==> config.mk <==
export PLATFORM = sky130hd
export DESIGN_NAME = vliw_hazard_scoreboard_flat
export DESIGN_NICKNAME = d
export VERILOG_FILES = /design/src/rtl/vliw_hazard_scoreboard_if.sv /design/src/rtl/vliw_hazard_scoreboard.sv /design/src/flat_wrapper.sv
export SDC_FILE = /design/constraint.sdc
export NUM_CORES = 1
export LEC_CHECK = 0
export CORE_MARGIN = 2
export CORE_UTILIZATION = 45
export CTS_CLUSTER_SIZE = 14
export DETAILED_ROUTE_END_ITERATION = 12
export PLACE_DENSITY = 0.69
export SETUP_SLACK_MARGIN = 0.2
export SYNTH_ARGS = -nofsm -noshare
export SYNTH_HDL_FRONTEND = slang
export SYNTH_SLANG_ARGS = --single-unit
==> constraint.sdc <==
create_clock -name clk -period 5.1 [get_ports clk]
set_input_delay 1.02 -clock clk [delete_from_list [all_inputs] [get_ports clk]]
set_output_delay 1.02 -clock clk [all_outputs]
set_load 0.05 [all_outputs]
==> src/rtl/vliw_hazard_scoreboard_if.sv <==
// Decode-to-scoreboard bundle interface.
// master: decode side, drives the bundle fields and flush, observes stall/pending/stall_cycles.
// slave : scoreboard side.
interface vliw_hazard_scoreboard_if #(
    parameter int unsigned NREG = 8
);
    logic            flush;
    logic            id_valid;
    logic            id_alu_regWrite;
    logic [2:0]      id_alu_rd;
    logic [2:0]      id_alu_rm;
    logic [2:0]      id_alu_rn;
    logic            id_alu_uses_rm;
    logic            id_alu_uses_rn;
    logic            id_alu_setsN;
    logic            id_mem_load;
    logic            id_mem_store;
    logic [2:0]      id_mem_rd;
    logic [2:0]      id_mem_rn;
    logic            id_mem_uses_rn;
    logic            id_reads_N;
    logic            stall;
    logic [NREG-1:0] pending;
    logic [15:0]     stall_cycles;

    modport master (
        output flush, id_valid, id_alu_regWrite, id_alu_rd, id_alu_rm, id_alu_rn,
               id_alu_uses_rm, id_alu_uses_rn, id_alu_setsN, id_mem_load, id_mem_store,
               id_mem_rd, id_mem_rn, id_mem_uses_rn, id_reads_N,
        input  stall, pending, stall_cycles
    );

    modport slave (
        input  flush, id_valid, id_alu_regWrite, id_alu_rd, id_alu_rm, id_alu_rn,
               id_alu_uses_rm, id_alu_uses_rn, id_alu_setsN, id_mem_load, id_mem_store,
               id_mem_rd, id_mem_rn, id_mem_uses_rn, id_reads_N,
        output stall, pending, stall_cycles
    );
endinterface

==> src/rtl/vliw_hazard_scoreboard.sv <==
// VLIW producer-side hazard scoreboard.
// Tracks per-register and N-flag countdowns after ALU/MEM writes and stalls decode
// while a bundle reads a value not yet reachable through forwarding.
// Ports: clk, reset (sync, active-high), bus (slave modport: bundle fields and flush in;
//        stall (combinational), pending, stall_cycles out).
module vliw_hazard_scoreboard #(
    parameter int unsigned NREG         = 8,
    parameter int unsigned ALU_FWD_LAT  = 0,
    parameter int unsigned LOAD_FWD_LAT = 1,
    parameter int unsigned N_FWD_LAT    = 1,
    parameter int unsigned CW           = 2
) (
    input  logic                   clk,
    input  logic                   reset,
    vliw_hazard_scoreboard_if.slave bus
);
    localparam int unsigned RW           = 3;
    localparam int unsigned SCW          = 16;
    localparam int unsigned DUAL_FWD_LAT = (ALU_FWD_LAT > LOAD_FWD_LAT) ? ALU_FWD_LAT : LOAD_FWD_LAT;
    localparam logic [CW-1:0] ALU_LAT    = CW'(ALU_FWD_LAT);
    localparam logic [CW-1:0] LOAD_LAT   = CW'(LOAD_FWD_LAT);
    localparam logic [CW-1:0] DUAL_LAT   = CW'(DUAL_FWD_LAT);
    localparam logic [CW-1:0] N_LAT      = CW'(N_FWD_LAT);

    logic [CW-1:0]   cnt_q [NREG];
    logic [CW-1:0]   cnt_d [NREG];
    logic [CW-1:0]   ncnt_q;
    logic [CW-1:0]   ncnt_d;
    logic [NREG-1:0] pending_q;
    logic [NREG-1:0] pending_d;
    logic [SCW-1:0]  stall_cycles_q;
    logic            stall_c;
    logic            accept_c;

    // Hazard detection against the counts as they stand before this bundle's own writes.
    always_comb begin
        stall_c = 1'b0;
        if (bus.id_alu_uses_rm && (cnt_q[bus.id_alu_rm] != '0)) stall_c = 1'b1;
        if (bus.id_alu_uses_rn && (cnt_q[bus.id_alu_rn] != '0)) stall_c = 1'b1;
        if (bus.id_mem_uses_rn && (cnt_q[bus.id_mem_rn] != '0)) stall_c = 1'b1;
        if (bus.id_mem_store   && (cnt_q[bus.id_mem_rd] != '0)) stall_c = 1'b1;
        if (bus.id_reads_N     && (ncnt_q != '0))               stall_c = 1'b1;
        stall_c  = stall_c & bus.id_valid;
        accept_c = bus.id_valid & ~stall_c & ~bus.flush;
    end

    // Counter next state: flush clears, accepted writes reload, everything else counts down.
    always_comb begin
        ncnt_d    = ncnt_q;
        pending_d = '0;
        for (int unsigned r = 0; r < NREG; r++) begin
            cnt_d[r] = cnt_q[r];
        end
        if (bus.flush) begin
            ncnt_d = '0;
            for (int unsigned r = 0; r < NREG; r++) begin
                cnt_d[r] = '0;
            end
        end else begin
            for (int unsigned r = 0; r < NREG; r++) begin
                if (accept_c && bus.id_alu_regWrite && (bus.id_alu_rd == RW'(r)) &&
                    bus.id_mem_load && (bus.id_mem_rd == RW'(r))) begin
                    cnt_d[r] = DUAL_LAT;
                end else if (accept_c && bus.id_alu_regWrite && (bus.id_alu_rd == RW'(r))) begin
                    cnt_d[r] = ALU_LAT;
                end else if (accept_c && bus.id_mem_load && (bus.id_mem_rd == RW'(r))) begin
                    cnt_d[r] = LOAD_LAT;
                end else if (cnt_q[r] != '0) begin
                    cnt_d[r] = cnt_q[r] - CW'(1);
                end
            end
            if (accept_c && bus.id_alu_setsN) begin
                ncnt_d = N_LAT;
            end else if (ncnt_q != '0) begin
                ncnt_d = ncnt_q - CW'(1);
            end
        end
        for (int unsigned r = 0; r < NREG; r++) begin
            pending_d[r] = (cnt_d[r] != '0);
        end
    end

    // State registers; reset overrides flush and issue.
    always_ff @(posedge clk) begin
        if (reset) begin
            for (int unsigned r = 0; r < NREG; r++) begin
                cnt_q[r] <= '0;
            end
            ncnt_q         <= '0;
            pending_q      <= '0;
            stall_cycles_q <= '0;
        end else begin
            for (int unsigned r = 0; r < NREG; r++) begin
                cnt_q[r] <= cnt_d[r];
            end
            ncnt_q    <= ncnt_d;
            pending_q <= pending_d;
            if (stall_c && (stall_cycles_q != '1)) begin
                stall_cycles_q <= stall_cycles_q + SCW'(1);
            end
        end
    end

    assign bus.stall        = stall_c;
    assign bus.pending      = pending_q;
    assign bus.stall_cycles = stall_cycles_q;
endmodule
==> src/flat_wrapper.sv <==
// flat-port wrapper written by rule: the top's interface ports become plain ports
module vliw_hazard_scoreboard_flat 
#(
    parameter int unsigned NREG         = 8,
    parameter int unsigned ALU_FWD_LAT  = 0,
    parameter int unsigned LOAD_FWD_LAT = 1,
    parameter int unsigned N_FWD_LAT    = 1,
    parameter int unsigned CW           = 2
)
  (clk, reset, bus_flush, bus_id_valid, bus_id_alu_regWrite, bus_id_alu_rd, bus_id_alu_rm, bus_id_alu_rn, bus_id_alu_uses_rm, bus_id_alu_uses_rn, bus_id_alu_setsN, bus_id_mem_load, bus_id_mem_store, bus_id_mem_rd, bus_id_mem_rn, bus_id_mem_uses_rn, bus_id_reads_N, bus_stall, bus_pending, bus_stall_cycles);
  vliw_hazard_scoreboard_if #(.NREG(NREG)) bus_i ();
  input  logic clk;
  input  logic reset;
  input wire logic [$bits(bus_i.flush)-1:0] bus_flush;
  input wire logic [$bits(bus_i.id_valid)-1:0] bus_id_valid;
  input wire logic [$bits(bus_i.id_alu_regWrite)-1:0] bus_id_alu_regWrite;
  input wire logic [$bits(bus_i.id_alu_rd)-1:0] bus_id_alu_rd;
  input wire logic [$bits(bus_i.id_alu_rm)-1:0] bus_id_alu_rm;
  input wire logic [$bits(bus_i.id_alu_rn)-1:0] bus_id_alu_rn;
  input wire logic [$bits(bus_i.id_alu_uses_rm)-1:0] bus_id_alu_uses_rm;
  input wire logic [$bits(bus_i.id_alu_uses_rn)-1:0] bus_id_alu_uses_rn;
  input wire logic [$bits(bus_i.id_alu_setsN)-1:0] bus_id_alu_setsN;
  input wire logic [$bits(bus_i.id_mem_load)-1:0] bus_id_mem_load;
  input wire logic [$bits(bus_i.id_mem_store)-1:0] bus_id_mem_store;
  input wire logic [$bits(bus_i.id_mem_rd)-1:0] bus_id_mem_rd;
  input wire logic [$bits(bus_i.id_mem_rn)-1:0] bus_id_mem_rn;
  input wire logic [$bits(bus_i.id_mem_uses_rn)-1:0] bus_id_mem_uses_rn;
  input wire logic [$bits(bus_i.id_reads_N)-1:0] bus_id_reads_N;
  output wire logic [$bits(bus_i.stall)-1:0] bus_stall;
  output wire logic [$bits(bus_i.pending)-1:0] bus_pending;
  output wire logic [$bits(bus_i.stall_cycles)-1:0] bus_stall_cycles;
  assign bus_i.flush = bus_flush;
  assign bus_i.id_valid = bus_id_valid;
  assign bus_i.id_alu_regWrite = bus_id_alu_regWrite;
  assign bus_i.id_alu_rd = bus_id_alu_rd;
  assign bus_i.id_alu_rm = bus_id_alu_rm;
  assign bus_i.id_alu_rn = bus_id_alu_rn;
  assign bus_i.id_alu_uses_rm = bus_id_alu_uses_rm;
  assign bus_i.id_alu_uses_rn = bus_id_alu_uses_rn;
  assign bus_i.id_alu_setsN = bus_id_alu_setsN;
  assign bus_i.id_mem_load = bus_id_mem_load;
  assign bus_i.id_mem_store = bus_id_mem_store;
  assign bus_i.id_mem_rd = bus_id_mem_rd;
  assign bus_i.id_mem_rn = bus_id_mem_rn;
  assign bus_i.id_mem_uses_rn = bus_id_mem_uses_rn;
  assign bus_i.id_reads_N = bus_id_reads_N;
  assign bus_stall = bus_i.stall;
  assign bus_pending = bus_i.pending;
  assign bus_stall_cycles = bus_i.stall_cycles;
  vliw_hazard_scoreboard #(.NREG(NREG), .ALU_FWD_LAT(ALU_FWD_LAT), .LOAD_FWD_LAT(LOAD_FWD_LAT), .N_FWD_LAT(N_FWD_LAT), .CW(CW)) u_core (.clk(clk), .reset(reset), .bus(bus_i));
endmodule
# Word level (Yosys, flattened, before mapping)
# Memories as Yosys holds them, arrays and structs flattened.
# Cells that the tools add are included.
# totals
regBits	26
ramBits	16
inputBits	27
elab_cells	161
mem_count	1
# op_classes
n_addsub	10
n_eq_ne	15
n_mux	51
bitwise	13
n_reduce_logical	67
# memory_table
memory	words	word_bits	read_ports	rd_clocked_by_memory_dff	write_ports	line	source
u_core.cnt_q	8	2	12	0	8	vliw_hazard_scoreboard.sv:25	logic [CW-1:0] cnt_q [NREG];
# op_table
operator	count
2-to-1 mux 2 bit	40
nonzero test 2 bit	22
logical AND 1 bit	41
equality test 3 bit (second input constant)	8
subtractor 2 x 1 -> 2 bit (second input constant)	9
adder 16 x 1 -> 16 bit (second input constant)	1
2-to-1 mux 16 bit	1
inequality test 16 bit (second input constant)	1
equality test 3 x 2 -> 1 bit (second input constant)	4
2-to-1 mux 1 bit	10
OR 1 bit	8
equality test 3 x 1 -> 1 bit (second input constant)	2
zero test 3 bit	2
bitwise AND 1 bit	3
OR reduction 3 bit	1
inverter 1 bit	2
OR reduction 2 bit	1

# Depth between registers and ports, before layout
# An unclocked memory read counts as a cell.
# logic_depth
depth_word	19
ltp_mapped	9
depth_no_buf	7

# Worst setup path before layout
# No wires, ideal clock.
# synth_path
path_type	input-to-output
start	in bus_id_mem_rd[1]
end	out bus_stall
arrival_time_ns	2.843
slack_ns	1.237
path_stages	8
n_path_buf	3
path_cell_list	buf_2 mux4_2 nor2_1 a311oi_1 nor2_1 buf_4 buf_6 nor2_1
# synth_between
elab_chain_len	6
# synth_rtl
element	line	source
from (decl)	flat_wrapper.sv:25	input wire logic [$bits(bus_i.id_mem_rd)-1:0] bus_id_mem_rd;
memory (8 x 2 bit)	n/a	
nonzero test 2 bit	vliw_hazard_scoreboard.sv:41	if (bus.id_mem_store && (cnt_q[bus.id_mem_rd] != '0)) stall_c = 1'b1;
logical AND 1 bit	vliw_hazard_scoreboard.sv:41	
2-to-1 mux 1 bit	vliw_hazard_scoreboard.sv:41	
2-to-1 mux 1 bit	vliw_hazard_scoreboard.sv:42	if (bus.id_reads_N && (ncnt_q != '0)) stall_c = 1'b1;
bitwise AND 1 bit	vliw_hazard_scoreboard.sv:43	stall_c = stall_c & bus.id_valid;
to (decl)	flat_wrapper.sv:29	output wire logic [$bits(bus_i.stall)-1:0] bus_stall;
# Every way passes these cells.

# Worst setup path after layout
# Ends and elaborated chain as after synthesis.

==> out/results.txt <==
outcome - finished clean
Routed WL - 6290 microns
DR iter-0 viols - 166
final global-route overflow total - 0
Clock Latency Late Sink - 0.29 ns
IO Count - 52
post-synth cell types - 54
Synth Warn # - 0
Max H-tree Level - 2
Setup Fix Bufs, Post-CTS - 0
Post-synth top cells - dfxtp_1 (42), a21oi_1 (24), nor2_1 (24)
worst hold path stage count - 2
Cell Chain, Critical Path - clkdlybuf4s50_1 > nor2_1 > a211o_1 > a311oi_1 > nor2_2 > nor2_1 > buf_4
Max-Slew Margin vs Limit - 46.5%
WHS Endpoint - u_core.cnt_q[3][1]$_SDFF_PP0_
slowest CP cell - clkdlybuf4s50_1
Clock Path Buffers - 2
switching share of power - 26.5%
TNS Setup - 0 ns
Nets - 371
period utilization - 80.8%
VDD IR-drop max - 0.000171 V
largest net degree at the start of global routing - 39
top-area cell type share of the netlist area - 34.6%
placed instance area - 0.00297 sq mm
crit path capture type - output port
area of the core - 0.00517 sq mm
sequential power share - 50.9%
Antenna Violating Nets Remaining - 0
top cells by area, synth - dfxtp_1 (35%), a21oi_1 (4.9%), nor2_1 (3.7%), nand2_1 (3.5%), nand3_1 (3.3%)
Worst Skew - 0.00452 ns
layout cell share with drive strength beyond 1 - 7.87%
Setup CP Type - primary input to output port
Mapped Area - 0.00243 sq mm
starting density of the core - 47.0%
Adder-Cell Fraction of Synth Area - 1.03%
post-synthesis sequential area ratio - 34.6%
leading area contributor after synthesis - dfxtp_1
startpoint class of the critical path - primary input
Hold Crit Class - flip-flop to flip-flop
reg2reg end - u_core.bus.stall_cycles[13]$_SDFFE_PP0P_
worst r2r src - u_core.cnt_q[6][1]$_SDFF_PP0_
Hold Buf Count CTS - 0
fmax - 243 MHz
Mapped Nets - 325
Post-synth ARST share - 0%
Main synth FF type - dfxtp_1
internal power - 479 uW
final instance area - 0.00306 sq mm
register bit total from synthesis - 42
simple-gate share of the synthesized area - 32.6%
fin crit period - 4.12 ns
Placed Cells - 405
TritonCTS clock tree - built
drt pass-1 iters - 4
max cap viols - 0
# fillers - 483
Syn Area/Cell - 8.22 sq um
Routed WL per cell - 15.2 microns
Worst path most repeated cell - nor2_1
first-pass GRT wire length - 10300 microns
post-CTS sizing - 0
worst reg2reg path depth - 7
initial antenna violation count - 0
clock group share of total power - 33.1%
Synth Instances - 296
worst slew pin tran - 0.800 ns
final hold violation count - 0
Clock Tree Root - clkbuf_8
Final setup viols - 0
via count - 2461
xor/xnor cell area share of the yosys netlist - 0.360%
Total GRT Usage - 21.4%
Max stage delay on crit path - 0.83 ns
I/O Buffers - 51
Slew Limit Fails - 0
Power Density - 213 mW/mm^2
Worst-path clk slew - 0.07 ns
width of the die - 77.5 microns
crit-path max FO - 16
main combinational cell family by area after synthesis - simple AND/OR/NAND/NOR gates
HPWL Detailed - 4670 microns
multiplexer share of the synthesized area - 4.63%
CP bufs+invs - 2
diodes inserted - 0
Worst EP arrival - 3.10 ns
EDFF count, synth - 0
DRC errors left - 0
Non-Filler Instances - 413
die height - 77.5 microns
Rows - 26
Compound-Gate Fraction of Synth Area - 22.7%
hold wc startpoint - u_core.cnt_q[3][0]$_SDFF_PP0_
number of global-route vias before repair - 2156
Die ar. - 0.00601 sq mm
CP top delay family - buffers and inverters
Area Growth Syn to Fin - 25.9%
clk sink count - 42
WP data required - 4.08 ns
count leader, synth - dfxtp_1
Leak - 0.00101 uW
total CTS buffers - 5
NetSw - 173 uW
Comb pwr share - 16.1%
via-per-instance ratio - 5.96
RSZ-0062 raised after global routing - false
gpl congestion - 0.903
worst reg-to-reg setup slack - 2.56 ns
how the worst max path moves through the flow:
stage | from | end | depth (start not counted)
after global placement | bus_id_mem_rd[1] | bus_stall | 7
after global routing | bus_id_mem_rd[1] | bus_stall | 7
final | bus_id_mem_rd[1] | bus_stall | 7
after floorplan | bus_id_mem_rd[1] | bus_stall | 8
after detailed placement | bus_id_mem_rd[1] | bus_stall | 7
after CTS | bus_id_mem_rd[1] | bus_stall | 7
layout make-up:
cell class                 count  area [sq um]  area share, %
clock inverter                 1          5.00          0.163
multi-input combinational    233          1490           48.8
sequential                    42           841           27.5
inverter                       7          26.3          0.858
tap                           70          87.6           2.86
clock buffer                   7          86.3           2.82
timing repair buffer          53           523           17.1
power groups by stage:
stage / logic (uW) / registers [uW] / clock network (uW)
finish: 105 / 332 / 216
global route: 115 / 332 / 235
CTS: 104 / 332 / 227
detailed placement: 103 / 339 / 0
global placement: 103 / 339 / 0
floorplan: 60.3 / 344 / 0
through the flow:
stage / power (uW) / worst slack [ns] / hold WS [ns] / utilization [%]
CTS: 663 / 1.02 / 0.494 / 59.2
global placement: 442 / 1.08 / 0.478 / 57.4
finish: 652 / 0.980 / 0.493 / 59.2
floorplan: 404 / 1.24 / 0.444 / -
detailed placement: 443 / 1.04 / 0.480 / 57.4
global route: 682 / 0.843 / 0.527 / 59.2
per-layer routing:
layer	global-route usage (%)	part of all wire, %	up-vias
li1	-	-	1212
met4	6.43	1.4	0
met2	32.3	44	74
met3	4.07	5.3	10
met5	0	0	-
met1	30.9	49	1165
cells in the final DEF, fill, tap and decap left out, drive strengths merged, types with 8 or more instances in the layout:
cell,synthesis,layout
a21oi,24,24
or4,8,8
nand2,23,23
nand3,16,16
dfxtp,42,42
o21ai,12,12
or2,8,8
nor2b,11,11
nor3,9,9
nand2b,11,11
nor2,26,26
clkdlybuf4s50,0,50
o31ai,8,8
logic make-up (layout without fill, tap and decap cells):
family | count (synthesis) | count (layout)
buffers and inverters | 21 | 68
flip-flops | 42 | 42
adder cells (fa/ha/maj) | 2 | 2
multiplexers | 7 | 7
AO/OA/AOI/OAI | 79 | 79
XOR/XNOR | 1 | 1
AND/OR/NAND/NOR | 144 | 144
registers in the layout (all words and copies together) (netlist names):
register / cells
u_core.ncnt_q: 2
u_core.bus.stall_cycles: 16
u_core.cnt_q: 16
u_core.bus.pending: 8
worst register-to-register path, cell delays in order (launching register included):
cell       delay, ns
dfxtp_1         0.34
nor2_1          0.22
a2111oi_0       0.14
a2111oi_0       0.53
nand4_1         0.21
or2_1           0.44
and3_1          0.24
mux2_1          0.31
(Power assumes the default switching activity.)
==> edit: new RTL, same flow settings <==
Make the reset (`reset`) asynchronous in one clocked block.
--- a/src/rtl/vliw_hazard_scoreboard.sv
+++ b/src/rtl/vliw_hazard_scoreboard.sv
@@ -81,7 +81,7 @@
     end
 
     // State registers; reset overrides flush and issue.
-    always_ff @(posedge clk) begin
+    always_ff @(posedge clk or posedge reset) begin
         if (reset) begin
             for (int unsigned r = 0; r < NREG; r++) begin
                 cnt_q[r] <= '0;
Formal check against the unedited RTL: differs if reset is asserted again (counterexample within 4 cycles, from zero or initial values and one cycle with reset high); with reset held inactive, the same outputs for 10 cycles.
==> edit against the original RTL <==
Design area rose by 7.8%. Synthesized area rose by 11%. Wire length rose by 10%. Sequential cell count stayed put. Setup slack improved by 0.036 ns. Sequential share of layout area rose by 4.4 points. Maximum frequency increased by 0.89%.
Power is not compared: it rests on default switching activity, and its combinational part moved more than twofold at a synthesized area within 25%.
==> edit: results <==
{
  "wl_per_cell_um": 17.22,
  "synth_nets": 311,
  "placed_cells": 394,
  "nNetsFinal": 355,
  "holdCritStartpoint": "u_core.bus.stall_cycles[9]",
  "slew_headroom_pct": 34.05,
  "synth_common_cells": "dfrtp_1 (42), inv_1 (22), nand2_1 (20), a211oi_1 (19)",
  "grt_use_met2_pct": 35.49,
  "r2r-end": "u_core.bus.stall_cycles[1]",
  "yosys-top-cells-area": "dfrtp_1 (39%), a211oi_1 (5.3%), xor2_1 (3.6%), inv_1 (3.1%), nor3_1 (3.0%)",
  "post_dp_cell_area_mm2": 0.003216,
  "fin_cells": 402,
  "drtIter0Drc": 134,
  "place_congestion": 0.9215,
  "hold_ws_ns": 0.4924,
  "crit_arrival_ns": 3.06,
  "grt_pass1_wl_um": 11410,
  "syn_inst": 282,
  "vias": 2371,
  "cp_max_fo": 10,
  "worst-r2r-setup-slack_ns": 2.63,
  "track_usage_pct": 22.35,
  "synth_top_area_share_pct": 39.09,
  "post_route_cells_drive_above_1_share_pct": 7.645,
  "synth-async-reset-ratio_pct": 100.0,
  "outcome": "finished clean",
  "clock_skew_ns": 0.008372,
  "hpwl_um": 4921,
  "grt_pass1_vias": 2295,
  "hold_end": "u_core.bus.stall_cycles[9]"
}
## edit: worst max path at each step
stage,start,end,slack (ns),depth (start not counted)
after floorplan,bus_id_mem_rd[0],bus_stall,1.13,7
after global placement,bus_id_mem_rd[0],bus_stall,1.06,7
after detailed placement,bus_id_mem_rd[0],bus_stall,1.02,7
after CTS,bus_id_mem_rd[0],bus_stall,1.02,7
after global routing,bus_id_mem_rd[0],bus_stall,0.94,7
final,bus_id_mem_rd[0],bus_stall,1.02,7
## edit: area by class of cell
cell class / count / area share, %
multi-input combinational: 200 / 43.92
sequential: 42 / 31.83
timing repair buffer: 55 / 16.29
tap: 75 / 2.842
inverter: 22 / 2.501
clock buffer: 6 / 2.198
clock inverter: 2 / 0.4168
## edit: metal layers
metal  routed length [um]  share of wire [%]
met2                 3248                 47
met5                    0                  0
met4                   61               0.88
met1                 3241                 47
met3                  370                5.3
## edit: worst register-to-register path: cells and delay by family (launching register included)
| kind | cells | cell delay [ns] |
|---|---|---|
| AND/OR/NAND/NOR | 4 | 1.35 |
| multiplexers | 1 | 0.31 |
| flip-flops | 1 | 0.44 |
| AO/OA/AOI/OAI | 1 | 0.07 |
| adder cells (fa/ha/maj) | 1 | 0.19 |
## edit: power breakdown
group          total [W]  internal [W]  switching (W)
clock network   0.000215     0.0000967       0.000119
registers       0.000415      0.000372      0.0000431
logic           0.000429      0.000154       0.000275
total            0.00106      0.000623       0.000437
## edit: cell families (layout without fill, tap and decap cells)
family | after synthesis | after routing | synth area share [%]
simple gates | 105 | 105 | 22.29
compound gates | 75 | 75 | 23.96
flops | 42 | 42 | 39.09
buf+inv | 40 | 85 | 6.980
xor+xnor | 14 | 14 | 4.560
mux | 4 | 4 | 2.187
fa+ha+maj | 2 | 2 | 0.9305
## edit: stage by stage
stage	utilization (%)	power [W]
2_1_floorplan	-	0.0007251
3_3_place_gp	54.96	0.0008434
3_5_place_dp	54.96	0.0008500
4_1_cts	56.44	0.001066
5_1_grt	56.44	0.001123
6_report	56.44	0.001060
